===== src/rtl/coef_mac_accum.sv =====
// N-term signed dot product of sample and ROM coefficient streams.
// Three stages: multiply, accumulate, then round/shift/saturate to the output.
module coef_mac_accum #(
  parameter int N     = 8,
  parameter int DW    = 12,
  parameter int CW    = 10,
  parameter int AW    = 26,
  parameter int OW    = 16,
  parameter int SHIFT = 8
) (
  input  logic          clk,
  input  logic          rst,
  input  logic          enable,
  input  logic          sof,
  input  logic [DW-1:0] din,
  input  logic [CW-1:0] coef,
  output logic [OW-1:0] dout,
  output logic          dout_valid,
  output logic          sat,
  output logic          abort,
  output logic          busy
);
  localparam int PW   = DW + CW;
  localparam int CNTW = $clog2(N);
  localparam logic signed [AW:0] RND  = (AW+1)'(1) << (SHIFT-1);
  localparam logic signed [AW:0] OMAX = (AW+1)'((64'sd1 <<< (OW-1)) - 64'sd1);
  localparam logic signed [AW:0] OMIN = -OMAX - (AW+1)'(1);

  typedef enum logic {IDLE, ACCUM} state_t;

  state_t                 state_q, state_d;
  logic [CNTW-1:0]        cnt_q, cnt_d;
  logic signed [PW-1:0]   prod_q, prod_d;
  logic                   p1_vld_q, p1_vld_d;
  logic                   p1_first_q, p1_first_d;
  logic                   p1_last_q, p1_last_d;
  logic                   abort_q, abort_d;
  logic signed [AW-1:0]   acc_q, acc_d;
  logic                   done_q, done_d;
  logic [OW-1:0]          dout_q, dout_d;
  logic                   dout_valid_q, dout_valid_d;
  logic                   sat_q, sat_d;
  logic signed [AW:0]     rnd, r;

  always_ff @(posedge clk) begin
    if (rst) begin
      state_q      <= IDLE;
      cnt_q        <= '0;
      prod_q       <= '0;
      p1_vld_q     <= 1'b0;
      p1_first_q   <= 1'b0;
      p1_last_q    <= 1'b0;
      abort_q      <= 1'b0;
      acc_q        <= '0;
      done_q       <= 1'b0;
      dout_q       <= '0;
      dout_valid_q <= 1'b0;
      sat_q        <= 1'b0;
    end else begin
      state_q      <= state_d;
      cnt_q        <= cnt_d;
      prod_q       <= prod_d;
      p1_vld_q     <= p1_vld_d;
      p1_first_q   <= p1_first_d;
      p1_last_q    <= p1_last_d;
      abort_q      <= abort_d;
      acc_q        <= acc_d;
      done_q       <= done_d;
      dout_q       <= dout_d;
      dout_valid_q <= dout_valid_d;
      sat_q        <= sat_d;
    end
  end

  // sof restarts the block even on what would have been its last term
  always_comb begin
    state_d = state_q;
    cnt_d   = cnt_q;
    if (enable) begin
      if (state_q == IDLE || sof) begin
        state_d = ACCUM;
        cnt_d   = CNTW'(1);
      end else if (cnt_q == CNTW'(N-1)) begin
        state_d = IDLE;
        cnt_d   = '0;
      end else begin
        cnt_d = cnt_q + CNTW'(1);
      end
    end
  end

  always_comb begin
    prod_d     = $signed(din) * $signed(coef);
    p1_vld_d   = enable;
    p1_first_d = (state_q == IDLE) || sof;
    p1_last_d  = (state_q == ACCUM) && !sof && (cnt_q == CNTW'(N-1));
    abort_d    = enable && sof && (state_q == ACCUM);

    acc_d  = acc_q;
    done_d = p1_vld_q && p1_last_q;
    if (p1_vld_q)
      acc_d = p1_first_q ? {{(AW-PW){prod_q[PW-1]}}, prod_q}
                         : acc_q + {{(AW-PW){prod_q[PW-1]}}, prod_q};

    // one extra bit so the rounding add cannot wrap
    rnd          = {acc_q[AW-1], acc_q} + RND;
    r            = rnd >>> SHIFT;
    dout_d       = dout_q;
    dout_valid_d = done_q;
    sat_d        = 1'b0;
    if (done_q) begin
      if (r > OMAX) begin
        dout_d = OMAX[OW-1:0];
        sat_d  = 1'b1;
      end else if (r < OMIN) begin
        dout_d = OMIN[OW-1:0];
        sat_d  = 1'b1;
      end else begin
        dout_d = r[OW-1:0];
      end
    end
  end

  assign dout       = dout_q;
  assign dout_valid = dout_valid_q;
  assign sat        = sat_q;
  assign abort      = abort_q;
  assign busy       = (state_q == ACCUM);
endmodule


===== config.mk =====
export PLATFORM = sky130hd
export DESIGN_NAME = coef_mac_accum
export DESIGN_NICKNAME = d
export VERILOG_FILES = /design/src/rtl/coef_mac_accum.sv
export SDC_FILE = /design/constraint.sdc
export NUM_CORES = 1
export LEC_CHECK = 0
export CORE_MARGIN = 1
export CORE_UTILIZATION = 55
export DETAILED_ROUTE_END_ITERATION = 6
export PLACE_DENSITY = 0.8
export SETUP_SLACK_MARGIN = 0.5
export SLEW_MARGIN = 30
export SYNTH_ARGS = -nofsm -noshare
export SYNTH_HDL_FRONTEND = slang
export SYNTH_SLANG_ARGS = --single-unit

===== constraint.sdc =====
create_clock -name clk -period 10.7 [get_ports clk]
set_input_delay 1.605 -clock clk [delete_from_list [all_inputs] [get_ports clk]]
set_output_delay 1.605 -clock clk [all_outputs]
set_load 0.01 [all_outputs]

Word level (Yosys, flattened, before mapping)
Index checks and enable logic that the tools add are counted.

storage, ports and cells
  flip-flop bits (word level) = 75
  bits of input ports = 26
  output and inout bits = 20

operators by class
  $add $sub $neg = 3
  multipliers = 1
  $lt $le $gt $ge = 2
  eq/ne operators = 1
  multiplexer cells = 9
  bitwise gates (word level) = 2
  reductions and logical operators = 10

operators with widths
  cell                   count
  $mux 16                2
  $add 26x9->27 const B  1
  $add 26x26->26         1
  $mux 26                1
  $mul 12x10->22         1
  $gt 19x16->1 const B   1
  $lt 19x16->1 const B   1
  $mux 3                 2
  $logic_and 1x1->1      5
  $mux 1                 4
  $add 3x1->3 const B    1
  $eq 3x3->1 const B     1
  $not 1->1              2
  $reduce_and 2->1       1
  $reduce_bool 2->1      1
  $reduce_or 2->1        1
  $logic_not 1->1        1
  $logic_or 1x1->1       1

Logic depth before layout (Yosys ltp)
Gate-level depths: netlist of the first run.

  depth in word-level cells = 4
  depth in mapped cells = 21
  depth with buffers taken out = 20

Worst setup path after synthesis of the first run
No wires, ideal clock.

  kind = input to register
  start = input port coef[6]
  end = register prod_q[19]
  library setup time = 128 ps
  arrival time = 6549 ps
  setup slack = 4023 ps
  stages on the path = 18
  buffers on the path = 1
  cell sequence = clkbuf_1 > nand2_1 > fa_1 > inv_1 > fa_1 > fa_1 > fa_1 > inv_1 > fa_1 > inv_1 > ha_1 > and3_1 > and3_1 > a2111o_1 > a221o_1 > a211oi_1 > xor2_1 > nor2_1

on the way
  longest elaborated chain between the ends = 1

RTL lines
  item                    RTL line  text
  start: declaration      16        input logic [CW-1:0] coef,
  $mul 12x10->22          93        prod_d = $signed(din) * $signed(coef);
  end signal: assignment  62        prod_q <= prod_d;
  end: declaration        33        logic signed [PW-1:0] prod_q, prod_d;

Every way passes these cells.
A chain may end at the register's enable or synchronous reset.

Worst setup path in the final report of the first run
  start = input port coef[2]
  end = register prod_q[19]

The elaborated chain is that of the path after synthesis.

==> flow_summary.toml, run 1 <==
[run_status]
outcome = "finished, final reports clean"

[floorplanning]
fp-row-count = 46
die-area_mm2 = 0.0169
die_y_um = 130
fp.dieW_um = 130
design.core.area_mm2 = 0.0159
ioPinCount = 46
start_util_pct = 56.5

[critical_path]
cp-end-kind = "flip-flop"
rr_worst_depth = 9
critPathMaxStageDelay_ns = 0.78
crit_arrival_ns = 7.33
cp_cell_sequence = "clkdlybuf4s50_1 > nand2_1 > fa_1 > inv_1 > fa_1 > fa_1 > fa_1 > inv_1 > fa_1 > inv_1 > ha_1 > and3_1 > and3_1 > a2111o_1 > a221o_1 > a211oi_1 > xor2_1 > nor2_1"
crit_cells = 18
required_ns = 10.89
crit_family = "adder cells"
cp-start-kind = "primary input"
cp_max_fo = 12
slowest_stage = "clkdlybuf4s50_1"
crit_buf_inv = 4
cpMostUsedCell = "fa_1"
crit_type = "primary input to flip-flop"

[logic_synthesis]
async_flop_share_pct = 0
syn_area_mm2 = 0.00900
synth.distinct_cells = 67
synth_edf_count = 0
syn-mean-instance-area_um2 = 8.53
synth-seq-cells = 75
ys.flop_type = "dfxtp_1"
ys_warn_count = 0
syn-instance-count = 1056
ys_seq_area_share_pct = 16.7
syn_nets = 1271

[clock_network]
postCtsSetupRepairBufs = 0
ctsHoldBuffers = 0
htreeDepth = 3
clockBufferDepth = 2
cts-buffers-inserted = 9
cts_resized = 0
clock_latency_ns = 0.33
cts_root_buffer = "clkbuf_16"
clock_sinks = 75
path_clk_slew_ns = 0.05
cts_tree = "yes"

[detailed_routing]
vias = 6903
wire_per_inst_um = 13.7
top_layer = "met4"
drtPass1Iterations = 7
drc = 0
wl_met3_um = 835
viasPerCell = 5.39
drt_iter0_drc = 311
antenna_left = 0
route.met2.wl_um = 8470
finalWirelength_um = 17600
m1WireLength_um = 8060

[global_routing]
grt_max_degree = 66
antenna_found_initial = 0
grt_pass1_wl_um = 30600
gr-usage-all-layers_pct = 22.6
grt_pass1_vias = 6778
overflow = 0

[final_layout]
final_common_cell = "inv_1"
final_layout_size_suffix_gt1_share_pct = 3.00
area_growth_pct = 8.63
mostFrequentLayoutCells = "inv_1 (156), nand2_1 (119), fa_1 (108)"
nNetsFinal = 1276
final.fill_count = 1360
fin_cells = 1281
antenna_cells = 0

[pwr]
p_leak_uw = 0.00468
ir_worst_vdd_uv = 126
power_density_mw_per_mm2 = 230

[timing]
rsz0062_at_grt = "false"
tightest_slew_ns = 0.859
whs_ns = 0.419
hold_viol = 0
fin_crit_ns = 7.14
max_freq_mhz = 140
tns_ns = 0
setup_slack_ns = 3.56
setup_violations = 0
fin_crit_sh_pct = 66.7
relSlewSlack_pct = 42.5
finClkSkew_ns = 0.00318
maxSlewViolCount = 0

[placement]
dp_cells = 1266
hpwl_um = 14100
port_buffers = 45
gp_congestion = 0.898
place_ws_ns = 3.22

[worst_hold_path]
hold_class = "flip-flop to flip-flop"
holdPathStages = 2

[job]
max_cap_violations = 0
## sequential cells by signal (all words and copies together), names as in the netlist
register / count
dout_valid: 1
p1_last_q: 1
done_q: 1
acc_q: 26
p1_first_q: 1
cnt_q: 3
abort: 1
busy: 1
prod_q: 22
dout: 16
sat: 1
p1_vld_q: 1
## cells in the mapped netlist, types with 14 or more instances
| cell | n | area [um2] |
|---|---|---|
| a21o_1 | 19 | 143 |
| a21oi_1 | 40 | 200 |
| a221o_1 | 16 | 160 |
| a311oi_1 | 15 | 131 |
| and2_1 | 46 | 288 |
| and3_1 | 14 | 87.6 |
| clkbuf_1 | 44 | 165 |
| dfxtp_1 | 75 | 1500 |
| fa_1 | 108 | 2160 |
| ha_1 | 81 | 1010 |
| inv_1 | 156 | 586 |
| nand2_1 | 119 | 447 |
| nand2b_1 | 19 | 119 |
| nor2_1 | 71 | 267 |
| nor2b_1 | 16 | 100 |
| o21ai_0 | 28 | 140 |
| xnor2_1 | 36 | 315 |
| xor2_1 | 17 | 149 |
## report_power, final
part | internal [uW] | total (uW) | switching [uW]
logic | 727 | 1610 | 885
registers | 331 | 372 | 40.7
clock network | 161 | 264 | 104
total | 1220 | 2250 | 1030
## cells by family after synthesis
group | Yosys count | synth area share (%)
adder cells (fa/ha/maj) | 189 | 35.3
AND/OR/NAND/NOR | 337 | 18.4
flip-flops | 75 | 16.7
buffers and inverters | 211 | 9.02
multiplexers | 11 | 1.31
XOR/XNOR | 53 | 5.16
AO/OA/AOI/OAI | 180 | 14.2
## layout make-up
class                   instances  area [um2]  share of cell area [%]
multi-input cells             770        6690                    68.4
repair buffers                 48         468                    4.78
clock inverters                 3        15.0                   0.154
inverters                     157         589                    6.03
well taps                     216         270                    2.76
clock buffers                  12         246                    2.52
flip-flops and latches         75        1500                    15.4
## routing by layer
layer,track usage [%],vias up
met3,2.87,18
met1,29.6,3251
met4,6.70,0
li1,-,3458
met5,0,-
met2,39.2,176
## stage by stage
step / cell area, um2 / total power (uW) / util (%)
after floorplan: 9000 / 1700 / -
after global placement: 9520 / 1940 / 59.7
after detailed placement: 9520 / 1990 / 59.7
after CTS: 9780 / 2260 / 61.3
after global routing: 9780 / 2520 / 61.3
final: 9780 / 2250 / 61.3
## tightest hold or removal path, stage by stage, from the launching register on
cell	delay, ns
dfxtp_1	0.29
inv_1	0.04
nor2_1	0.04
## final timing paths
check	slack (ns)	start	to
setup / recovery	3.56	coef[2]	prod_q[19]
hold / removal	0.42	p1_last_q	done_q
setup reg to reg	7.70	acc_q[13]	acc_q[23]
hold reg to reg	0.42	p1_last_q	done_q
Power figures use the tool's default switching activity.
==> inputs of run 2 (changes only) <==
clock period = 6.8 ns   (was 10.7 ns; I/O delays follow)
==> flow_summary.toml, run 2 (synthesis results as in run 1) <==
[timing]
fin_crit_sh_pct = 89.2
relSlewSlack_pct = 41.3
hold_viol = 0
rsz0062_at_grt = "false"
max_freq_mhz = 165
setup_violations = 0
maxSlewViolCount = 0
finClkSkew_ns = 0.00697
fin_crit_ns = 6.07
tightest_slew_ns = 0.877

[final_layout]
seq_area_mm2 = 0.00150
final.fill_count = 1341
final_cell_area_mm2 = 0.0100
fin_cells = 1300
mostFrequentLayoutCells = "inv_1 (156), nand2_1 (119), fa_1 (108)"
antenna_cells = 0
utilization_pct = 62.8
final_layout_size_suffix_gt1_share_pct = 5.81
final_common_cell = "inv_1"
regMostFlops = "acc_q"
nNetsFinal = 1294
largest_register_ffs = 26
multi_input_comb_area_mm2 = 0.00673
area_growth_pct = 11.3

[clock_network]
path_clk_slew_ns = 0.06
ctsHoldBuffers = 0
clockBufferDepth = 2
cts-buffers-inserted = 9
htreeDepth = 3
clock_sinks = 75
cts_root_buffer = "clkbuf_16"
cts_tree = "yes"
clock_latency_ns = 0.33

[detailed_routing]
drt_iter0_drc = 392
viasPerCell = 5.49
antenna_left = 0
wire_per_inst_um = 13.9
drc = 0
vias = 7143
finalWirelength_um = 18100
drtPass1Iterations = 4

[critical_path]
cp-end-kind = "flip-flop"
cp-startpoint = "din[4]"
worstReg2RegStart = "acc_q[13]"
crit_arrival_ns = 6.26
cp_max_fo = 6
cp-start-kind = "primary input"
crit_type = "primary input to flip-flop"
required_ns = 6.99

[global_routing]
antenna_found_initial = 0
grt_pass1_vias = 6901
grt_pass1_wl_um = 31300
overflow = 0
grt_max_degree = 66
gr-usage-all-layers_pct = 23.0

[placement]
hpwl_um = 14400
gp_congestion = 0.885
placed_cell_area_mm2 = 0.00965
port_buffers = 45
dp_cells = 1284

[floorplanning]
design.core.area_mm2 = 0.0159
ioPinCount = 46
die-area_mm2 = 0.0169
fp.dieW_um = 130
fp-row-count = 46
die_y_um = 130
start_util_pct = 56.5

[worst_hold_path]
hold_class = "flip-flop to flip-flop"
min_from = "p1_last_q"

[job]
max_cap_violations = 0

[pwr]
p_leak_uw = 0.00489
ir_worst_vdd_uv = 236
power_density_mw_per_mm2 = 375
power_uw = 3750

[run_status]
outcome = "finished, final reports clean"
==> run 2: cell count changes in the layout (fill, tap and decap cells not counted), moves of 2 or more <==
cell             delta
dlymetal6s2s_1      +8
dlygate4sd2_1       +6
clkdlybuf4s50_1    -20
a211oi_2            +2
clkinv_2            -2
clkbuf_2            +4
a211oi_1            -2
buf_4              +18
bufinv_16           +2
ha_1                -2
clkdlybuf4s15_1     +2
==> run 2: metrics by stage <==
stage / hold WS, ns / setup TNS, ns / setup WS, ns
finish: 0.413 / 0 / 0.733
detailed placement: 0.406 / -0.00413 / -0.00413
floorplan: 0.394 / 0 / 0.708
global placement: 0.400 / 0 / 0.143
global route: 0.444 / 0 / 0.502
CTS: 0.417 / 0 / 0.501
==> run 2: power by group <==
group	switching, uW	leakage, uW	internal (uW)
clock	177	0.000159	341
combinational	1440	0.00411	1210
sequential	66.0	0.000616	521
==> run 2: cell type report <==
type | count | area share [%]
Sequential cell | 75 | 15.0
Multi-Input combinational cell | 770 | 67.2
Tap cell | 216 | 2.70
Clock inverter | 4 | 0.724
Timing Repair Buffer | 66 | 5.95
Clock buffer | 12 | 2.56
Inverter | 157 | 5.88
==> run 2: path summary, 6_finish.rpt <==
path / endpoint / slack (ns) / cells after the start
setup / recovery: prod_q[19] / 0.73 / 19
hold / removal: done_q / 0.41 / 2
setup reg to reg: acc_q[23] / 3.83 / 9
hold reg to reg: done_q / 0.41 / 2
==> run 2: metal layers <==
| layer | track usage [%] | vias up | part of all wire [%] |
|---|---|---|---|
| met4 | 8.89 | 0 | 2.0 |
| met2 | 39.6 | 205 | 48 |
| met1 | 29.7 | 3394 | 45 |
| met5 | 0 | - | 0 |
| met3 | 2.75 | 34 | 4.9 |
| li1 | - | 3510 | - |
==> run 2: repair_timing <==
action                     CTS  global route
pin swaps                    0             4
gates resized for setup     13            24
setup endpoints to repair    4             7
buffers inserted             0             0
gates cloned                 0             0
==> run 2: critical path: stages <==
cell	delay, ns
dlygate4sd2_1	0.33
buf_4	0.18
nand2_1	0.07
fa_1	0.41
fa_1	0.56
inv_1	0.07
fa_1	0.51
fa_1	0.54
inv_1	0.05
fa_1	0.54
inv_1	0.07
ha_4	0.25
and3_4	0.18
and3_1	0.17
a2111o_1	0.42
a221o_1	0.41
a211oi_2	0.26
xor2_1	0.16
nor2_1	0.05
==> inputs of run 3 (changes only) <==
GPL_ROUTABILITY_DRIVEN = 0   (was not set)
HOLD_SLACK_MARGIN = 0.06   (was not set)
==> results of run 3 <==
Final layout, timing and power as in run 2 (identical DEF).
